--- config.mk ---
export PLATFORM = sky130hd
export DESIGN_NAME = decodificador_scan_flat
export DESIGN_NICKNAME = d
export VERILOG_FILES = /design/src/rtl/decodificador_pkg.sv /design/src/rtl/decodificador_scan_if.sv /design/src/rtl/decodificador_scan_prescaler.sv /design/src/rtl/decodificador_scan.sv /design/src/flat_wrapper.sv
export SDC_FILE = /design/constraint.sdc
export NUM_CORES = 1
export LEC_CHECK = 0
export ABC_AREA = 1
export CAP_MARGIN = 20
export CORE_MARGIN = 8
export CORE_UTILIZATION = 50
export DETAILED_ROUTE_END_ITERATION = 16
export PLACE_DENSITY = 0.75
export SYNTH_ARGS = -nofsm -noshare
export SYNTH_HDL_FRONTEND = slang
export SYNTH_SLANG_ARGS = --single-unit
--- constraint.sdc ---
create_clock -name clk -period 3.3 [get_ports clk]
set_input_delay 0.99 -clock clk [delete_from_list [all_inputs] [get_ports clk]]
set_output_delay 0.99 -clock clk [all_outputs]
set_load 0.03 [all_outputs]
--- src/rtl/decodificador_pkg.sv ---
// Shared definitions for the registered one-hot decoder family.
package decodificador_pkg;

   localparam logic MODE_DIRECT = 1'b0;
   localparam logic MODE_SCAN   = 1'b1;

   localparam int unsigned ONEHOT_MAX_W = 32;

   // One-hot encode idx into a vector whose meaningful width is 'width' (<= 32).
   function automatic logic [ONEHOT_MAX_W-1:0] onehot(input logic [4:0] idx,
                                                       input int unsigned width);
      logic [ONEHOT_MAX_W-1:0] v;
      v = '0;
      if (32'(idx) < width) v[idx] = 1'b1;
      return v;
   endfunction

endpackage

--- src/rtl/decodificador_scan_if.sv ---
// Control/status bundle between the controller and the scan decoder.
interface decodificador_scan_if #(
   parameter int unsigned SEL_W = 3,
   parameter int unsigned DIV_W = 16
);
   localparam int unsigned N = 1 << SEL_W;

   logic             en;
   logic             mode;
   logic [SEL_W-1:0] sel_in;
   logic             sel_valid;
   logic             div_load;
   logic [DIV_W-1:0] div_val;
   logic [N-1:0]     out;
   logic [SEL_W-1:0] idx;
   logic             tick;

   modport master (
      output en, mode, sel_in, sel_valid, div_load, div_val,
      input  out, idx, tick
   );

   modport slave (
      input  en, mode, sel_in, sel_valid, div_load, div_val,
      output out, idx, tick
   );
endinterface

--- src/rtl/decodificador_scan_prescaler.sv ---
// Programmable prescaler: counts 0..div_reg and flags the terminal count.
module scan_prescaler #(
   parameter int unsigned    DIV_W     = 16,
   parameter logic [DIV_W-1:0] DIV_RESET = DIV_W'(49999)
) (
   input  logic             clk,
   input  logic             rst,
   input  logic             run_i,
   input  logic             clear_i,
   input  logic             load_i,
   input  logic [DIV_W-1:0] div_val_i,
   output logic             tc_c
);

   logic [DIV_W-1:0] presc_q, presc_d;
   logic [DIV_W-1:0] div_q, div_d;

   // Load beats clear beats counting; tc only fires on an undisturbed terminal count.
   always_comb begin
      presc_d = presc_q;
      div_d   = div_q;
      tc_c    = 1'b0;
      if (load_i) begin
         div_d   = div_val_i;
         presc_d = '0;
      end else if (clear_i) begin
         presc_d = '0;
      end else if (run_i) begin
         if (presc_q == div_q) begin
            presc_d = '0;
            tc_c    = 1'b1;
         end else begin
            presc_d = presc_q + DIV_W'(1);
         end
      end
   end

   // Prescaler and divider registers.
   always_ff @(posedge clk or posedge rst) begin
      if (rst) begin
         presc_q <= '0;
         div_q   <= DIV_RESET;
      end else begin
         presc_q <= presc_d;
         div_q   <= div_d;
      end
   end

endmodule

--- src/rtl/decodificador_scan.sv ---
// Registered one-hot decoder with direct-index and auto-scan modes.
module decodificador_scan
   import decodificador_pkg::*;
#(
   parameter int unsigned      SEL_W      = 3,
   parameter int unsigned      DIV_W      = 16,
   parameter logic [DIV_W-1:0] DIV_RESET  = DIV_W'(49999),
   parameter bit               ACTIVE_LOW = 1'b0
) (
   input  logic clk,
   input  logic rst,
   decodificador_scan_if.slave bus
);

   localparam int unsigned N = 1 << SEL_W;
   localparam logic [N-1:0] BLANK = {N{ACTIVE_LOW}};

   logic [SEL_W-1:0] idx_q, idx_d;
   logic [N-1:0]     out_q, out_d;
   logic             tick_q, tick_d;
   logic             mode_q, mode_d;
   logic [N-1:0]     oh_c;
   logic             mode_chg_c;
   logic             run_c;
   logic             tc_c;

   // A mode switch only counts on enabled edges; it restarts the prescaler.
   assign mode_chg_c = bus.en && (bus.mode != mode_q);
   assign run_c      = bus.en && (bus.mode == MODE_SCAN);

   scan_prescaler #(
      .DIV_W     (DIV_W),
      .DIV_RESET (DIV_RESET)
   ) u_presc (
      .clk       (clk),
      .rst       (rst),
      .run_i     (run_c),
      .clear_i   (mode_chg_c),
      .load_i    (bus.div_load),
      .div_val_i (bus.div_val),
      .tc_c      (tc_c)
   );

   // Next index, tick and (optionally inverted) decoded output.
   always_comb begin
      idx_d  = idx_q;
      tick_d = 1'b0;
      mode_d = mode_q;
      out_d  = BLANK;
      oh_c   = '0;
      if (bus.en) begin
         mode_d = bus.mode;
         if (bus.mode == MODE_DIRECT) begin
            if (bus.sel_valid) idx_d = bus.sel_in;
         end else if (tc_c) begin
            idx_d  = idx_q + SEL_W'(1);
            tick_d = 1'b1;
         end
         oh_c  = N'(onehot(5'(idx_d), N));
         out_d = ACTIVE_LOW ? ~oh_c : oh_c;
      end
   end

   // Output, index and mode registers; reset blanks the lines immediately.
   always_ff @(posedge clk or posedge rst) begin
      if (rst) begin
         idx_q  <= '0;
         out_q  <= BLANK;
         tick_q <= 1'b0;
         mode_q <= MODE_DIRECT;
      end else begin
         idx_q  <= idx_d;
         out_q  <= out_d;
         tick_q <= tick_d;
         mode_q <= mode_d;
      end
   end

   assign bus.out  = out_q;
   assign bus.idx  = idx_q;
   assign bus.tick = tick_q;

endmodule

--- src/flat_wrapper.sv ---
// flat-port wrapper written by rule: the top's interface ports become plain ports
module decodificador_scan_flat import decodificador_pkg::*;
#(
   parameter int unsigned      SEL_W      = 3,
   parameter int unsigned      DIV_W      = 16,
   parameter logic [DIV_W-1:0] DIV_RESET  = DIV_W'(49999),
   parameter bit               ACTIVE_LOW = 1'b0
)
  (clk, rst, bus_en, bus_mode, bus_sel_in, bus_sel_valid, bus_div_load, bus_div_val, bus_out, bus_idx, bus_tick);
  decodificador_scan_if #(.SEL_W(SEL_W), .DIV_W(DIV_W)) bus_i ();
  input  logic clk;
  input  logic rst;
  input wire logic [$bits(bus_i.en)-1:0] bus_en;
  input wire logic [$bits(bus_i.mode)-1:0] bus_mode;
  input wire logic [$bits(bus_i.sel_in)-1:0] bus_sel_in;
  input wire logic [$bits(bus_i.sel_valid)-1:0] bus_sel_valid;
  input wire logic [$bits(bus_i.div_load)-1:0] bus_div_load;
  input wire logic [$bits(bus_i.div_val)-1:0] bus_div_val;
  output wire logic [$bits(bus_i.out)-1:0] bus_out;
  output wire logic [$bits(bus_i.idx)-1:0] bus_idx;
  output wire logic [$bits(bus_i.tick)-1:0] bus_tick;
  assign bus_i.en = bus_en;
  assign bus_i.mode = bus_mode;
  assign bus_i.sel_in = bus_sel_in;
  assign bus_i.sel_valid = bus_sel_valid;
  assign bus_i.div_load = bus_div_load;
  assign bus_i.div_val = bus_div_val;
  assign bus_out = bus_i.out;
  assign bus_idx = bus_i.idx;
  assign bus_tick = bus_i.tick;
  decodificador_scan #(.SEL_W(SEL_W), .DIV_W(DIV_W), .DIV_RESET(DIV_RESET), .ACTIVE_LOW(ACTIVE_LOW)) u_core (.clk(clk), .rst(rst), .bus(bus_i));
endmodule
==> run_results.csv <==
group,metric,value,unit
sta,rsz0062_at_grt,"false",
clocking,cts_setup_buffers,0,
grt,grt_pass1_vias,2072,
pwr,vdd_drop_max,0.2157,mV
synthesis,synthTopCellsByCount,"nand2_1, inv_1, dfrtp_1, o21ai_0, nor2_1",
drt,wirelength,5.064,mm
worst_setup_path,cp-startpoint,"bus_mode",
pwr,p_switching,359.5,uW
worst_setup_path,path_cells,"clkdlybuf4s50_1 > inv_1 > nand2_1 > nand3_1 > nand2_1 > inv_1 > nand2_1 > buf_4 > inv_1 > nor2_4 > inv_2 > o21ai_1 > a21oi_1",
placed_design,placed_cells,403,
status,status,"completed",
pwr,power_frac_seq,0.514,
worst_setup_path,crit_path_end_kind,"flip-flop",
floorplanning,die_h,85.32,um
finish,insertedDiodeCount,0,
drt,drt_iter0_drc,99,
worst_setup_path,criticalPathCategory,"in -> reg",
finish,seqCellArea,0.001137,mm2
finish,nFillCells,418,
grt,grt_max_degree,46,
worst_setup_path,r2r_cells,11,
sta,period_share,0.7753,
placed_design,hpwl,3.799,mm
sta,min_period,2.559,ns
grt,grt_pass1_wl,9.004,mm
sta,setup_violations,0,
grt,grt.total_usage,0.1517,
clocking,cts_made_buffers,5,
pwr,internal_power,839.5,uW
synthesis,yosysSeqAreaShare,0.4734,
finish,multiInputGateArea,0.001051,mm2
pwr,swShare,0.2998,
synthesis,synth_edf_count,0,
synthesis,synth_seq_cells,45,
floorplanning,fp.dieW,85.32,um
sta,holdWs,0.4772,ns
sta,hold_viol_final,0,
floorplanning,core_area,0.004692,mm2
finish,fin_area,0.002925,mm2
pwr,p_clk_frac,0.298,
floorplanning,rows,25,
synthesis,synth.area.top_cells,"dfrtp_1, nand2_1, dfstp_2, inv_1, o21ai_0",
worst_setup_path,start_kind,"input pin",
synthesis,netlist_instances,315,
clocking,clock_sinks,45,
synthesis,syn_nets,342,
drt,num_vias,2059,
worst_setup_path,crit_fanout,10,
grt,antenna_found_initial,0,
drt,post_drt_via_cell_ratio,5.010,
sta,maxSlewViolCount,0,
worst_setup_path,required,3.49,ns
sta,setup_tns,0,ns
clocking,path_clk_slew,0.09,ns
sta,tightest_slew,0.5863,ns
drt,dr.pass1.iters,4,
drt,detail-route-antenna-nets,0,
worst_setup_path,r2r-start,"u_core.u_presc.div_q[6]",
pwr,p_total,1.199,mW
synthesis,syn_avg_cell_area,7.626,um2
finish,instances_no_fill,411,
worst_setup_path,r2r_end,"u_core.u_presc.presc_q[7]",
placed_design,finalWeightedCongestion,0.8664,
clocking,root_buffer,"clkbuf_8",
floorplanning,design.die.area,0.007279,mm2
worst_hold_path,hp-class,"reg -> reg",
worst_setup_path,endpoint,"u_core.u_presc.presc_q[7]",
worst_setup_path,arrival,2.75,ns
synthesis,synth_top_area_share,0.3750,
sta,fmax,390.8,MHz
synthesis,ys_async_sr_fraction,1.000,
placed_design,port_buffers,36,
synthesis,synth.most_common_cell,"nand2_1",
finish,synthToLayoutAreaGrowth,21.77,%
synthesis,synth_top_area_cell,"dfrtp_1",
clocking,cts_tree,"yes",
floorplanning,ioPinCount,37,
grt,overflow,0,
synthesis,yosysUniqueCellTypes,32,
worst_setup_path,critical_path.max_stage_delay,0.57,ns
drt,routedWlPerCell,12.32,um
clocking,cts.htree.levels,2,
worst_setup_path,r2r_slack,1.51,ns
sta,relSlewSlack,0.6092,
drt,drc_errors,0,
sta,clock_skew,0.005978,ns
pwr,p_leak,1.421,nW
synthesis,ys.flop_type,"dfrtp_1",
synthesis,yosysWarnings,0,
worst_setup_path,worst_path_max_delay_cell,"clkdlybuf4s50_1",
clocking,postCtsHoldBufs,0,
clocking,clock_latency,0.30,ns
pwr,p_comb_frac,0.188,
floorplanning,start_util,0.5120,
pwr,pwr_density_cell,409.9,mW/mm2
clocking,ctsResizeCount,0,
finish,fin_nets,383,
finish,layout-drive-gt1-share,0.1176,
run,drv_cap,0,
placed_design,placed_area,0.002831,mm2
synthesis,synth_area,0.002402,mm2
clocking,clockBufferDepth,2,
-- state kept, by name, summed over array words and instances, names as in the netlist --
register                flops
u_core.bus.idx              3
u_core.bus.out              8
u_core.bus.tick             1
u_core.mode_q               1
u_core.u_presc.div_q       16
u_core.u_presc.presc_q     16
-- critical path: cells and delay by family --
family | cells | cell delay [ns]
and+or+nand+nor | 5 | 0.54
AOI/OAI and AO/OA | 2 | 0.15
buffers and inverters | 6 | 1.06
-- worst min-delay path by stage --
stage                            startpoint                 endpoint  slack (ns)  cells past startpoint
floorplan           u_core.u_presc.div_q[2]  u_core.u_presc.div_q[2]        0.45                      2
global placement    u_core.u_presc.div_q[2]  u_core.u_presc.div_q[2]        0.46                      2
detailed placement  u_core.u_presc.div_q[2]  u_core.u_presc.div_q[2]        0.46                      2
CTS                 u_core.u_presc.div_q[2]  u_core.u_presc.div_q[2]        0.48                      2
global route        u_core.u_presc.div_q[3]  u_core.u_presc.div_q[3]        0.52                      2
finish              u_core.u_presc.div_q[2]  u_core.u_presc.div_q[2]        0.48                      2
-- power by group through the flow --
stage	sequential (mW)	combinational (mW)	clock, mW
6_report	0.617	0.226	0.357
3_5_place_dp	0.627	0.228	0
4_1_cts	0.617	0.229	0.371
2_1_floorplan	0.642	0.126	0
3_3_place_gp	0.626	0.223	0
5_1_grt	0.622	0.257	0.393
-- kinds of logic after synthesis --
group | after synthesis | share of synthesized area
buffers and inverters | 55 | 0.08906
AO/OA/AOI/OAI | 43 | 0.09688
flip-flops | 45 | 0.4734
XOR/XNOR | 5 | 0.01823
adder cells (fa/ha/maj) | 2 | 0.01042
AND/OR/NAND/NOR | 165 | 0.3120
-- cell type report --
type	count	area share
clock buffer	5	0.02352
clock inverter	3	0.008554
multi-input combinational	215	0.3593
sequential	45	0.3888
timing repair buffer	40	0.1334
tap	54	0.02310
inverter	49	0.06330
-- routing by layer --
layer,vias up,GRT usage,wire (um)
li1,1068,-,-
met2,34,0.2763,2485
met5,-,0,0
met4,0,0.03981,49
met3,7,0.04826,266
met1,950,0.1647,2262
-- metrics by stage --
stage	util	setup slack (ns)
after floorplan	-	1.172
after global placement	0.6035	0.5302
after detailed placement	0.6035	0.4224
after CTS	0.6235	0.7522
after global routing	0.6235	0.5172
final	0.6235	0.7414
-- cells in the final DEF, fill, tap and decap left out, types with 6 or more instances in the layout --
master / n
nand2_1: 103
inv_1: 41
clkdlybuf4s50_1: 36
dfrtp_1: 36
o21ai_0: 27
nor2_1: 26
nand3_1: 12
a21oi_1: 9
dfstp_2: 9
inv_2: 6
nand4_1: 6
(Power assumes the default switching activity.)
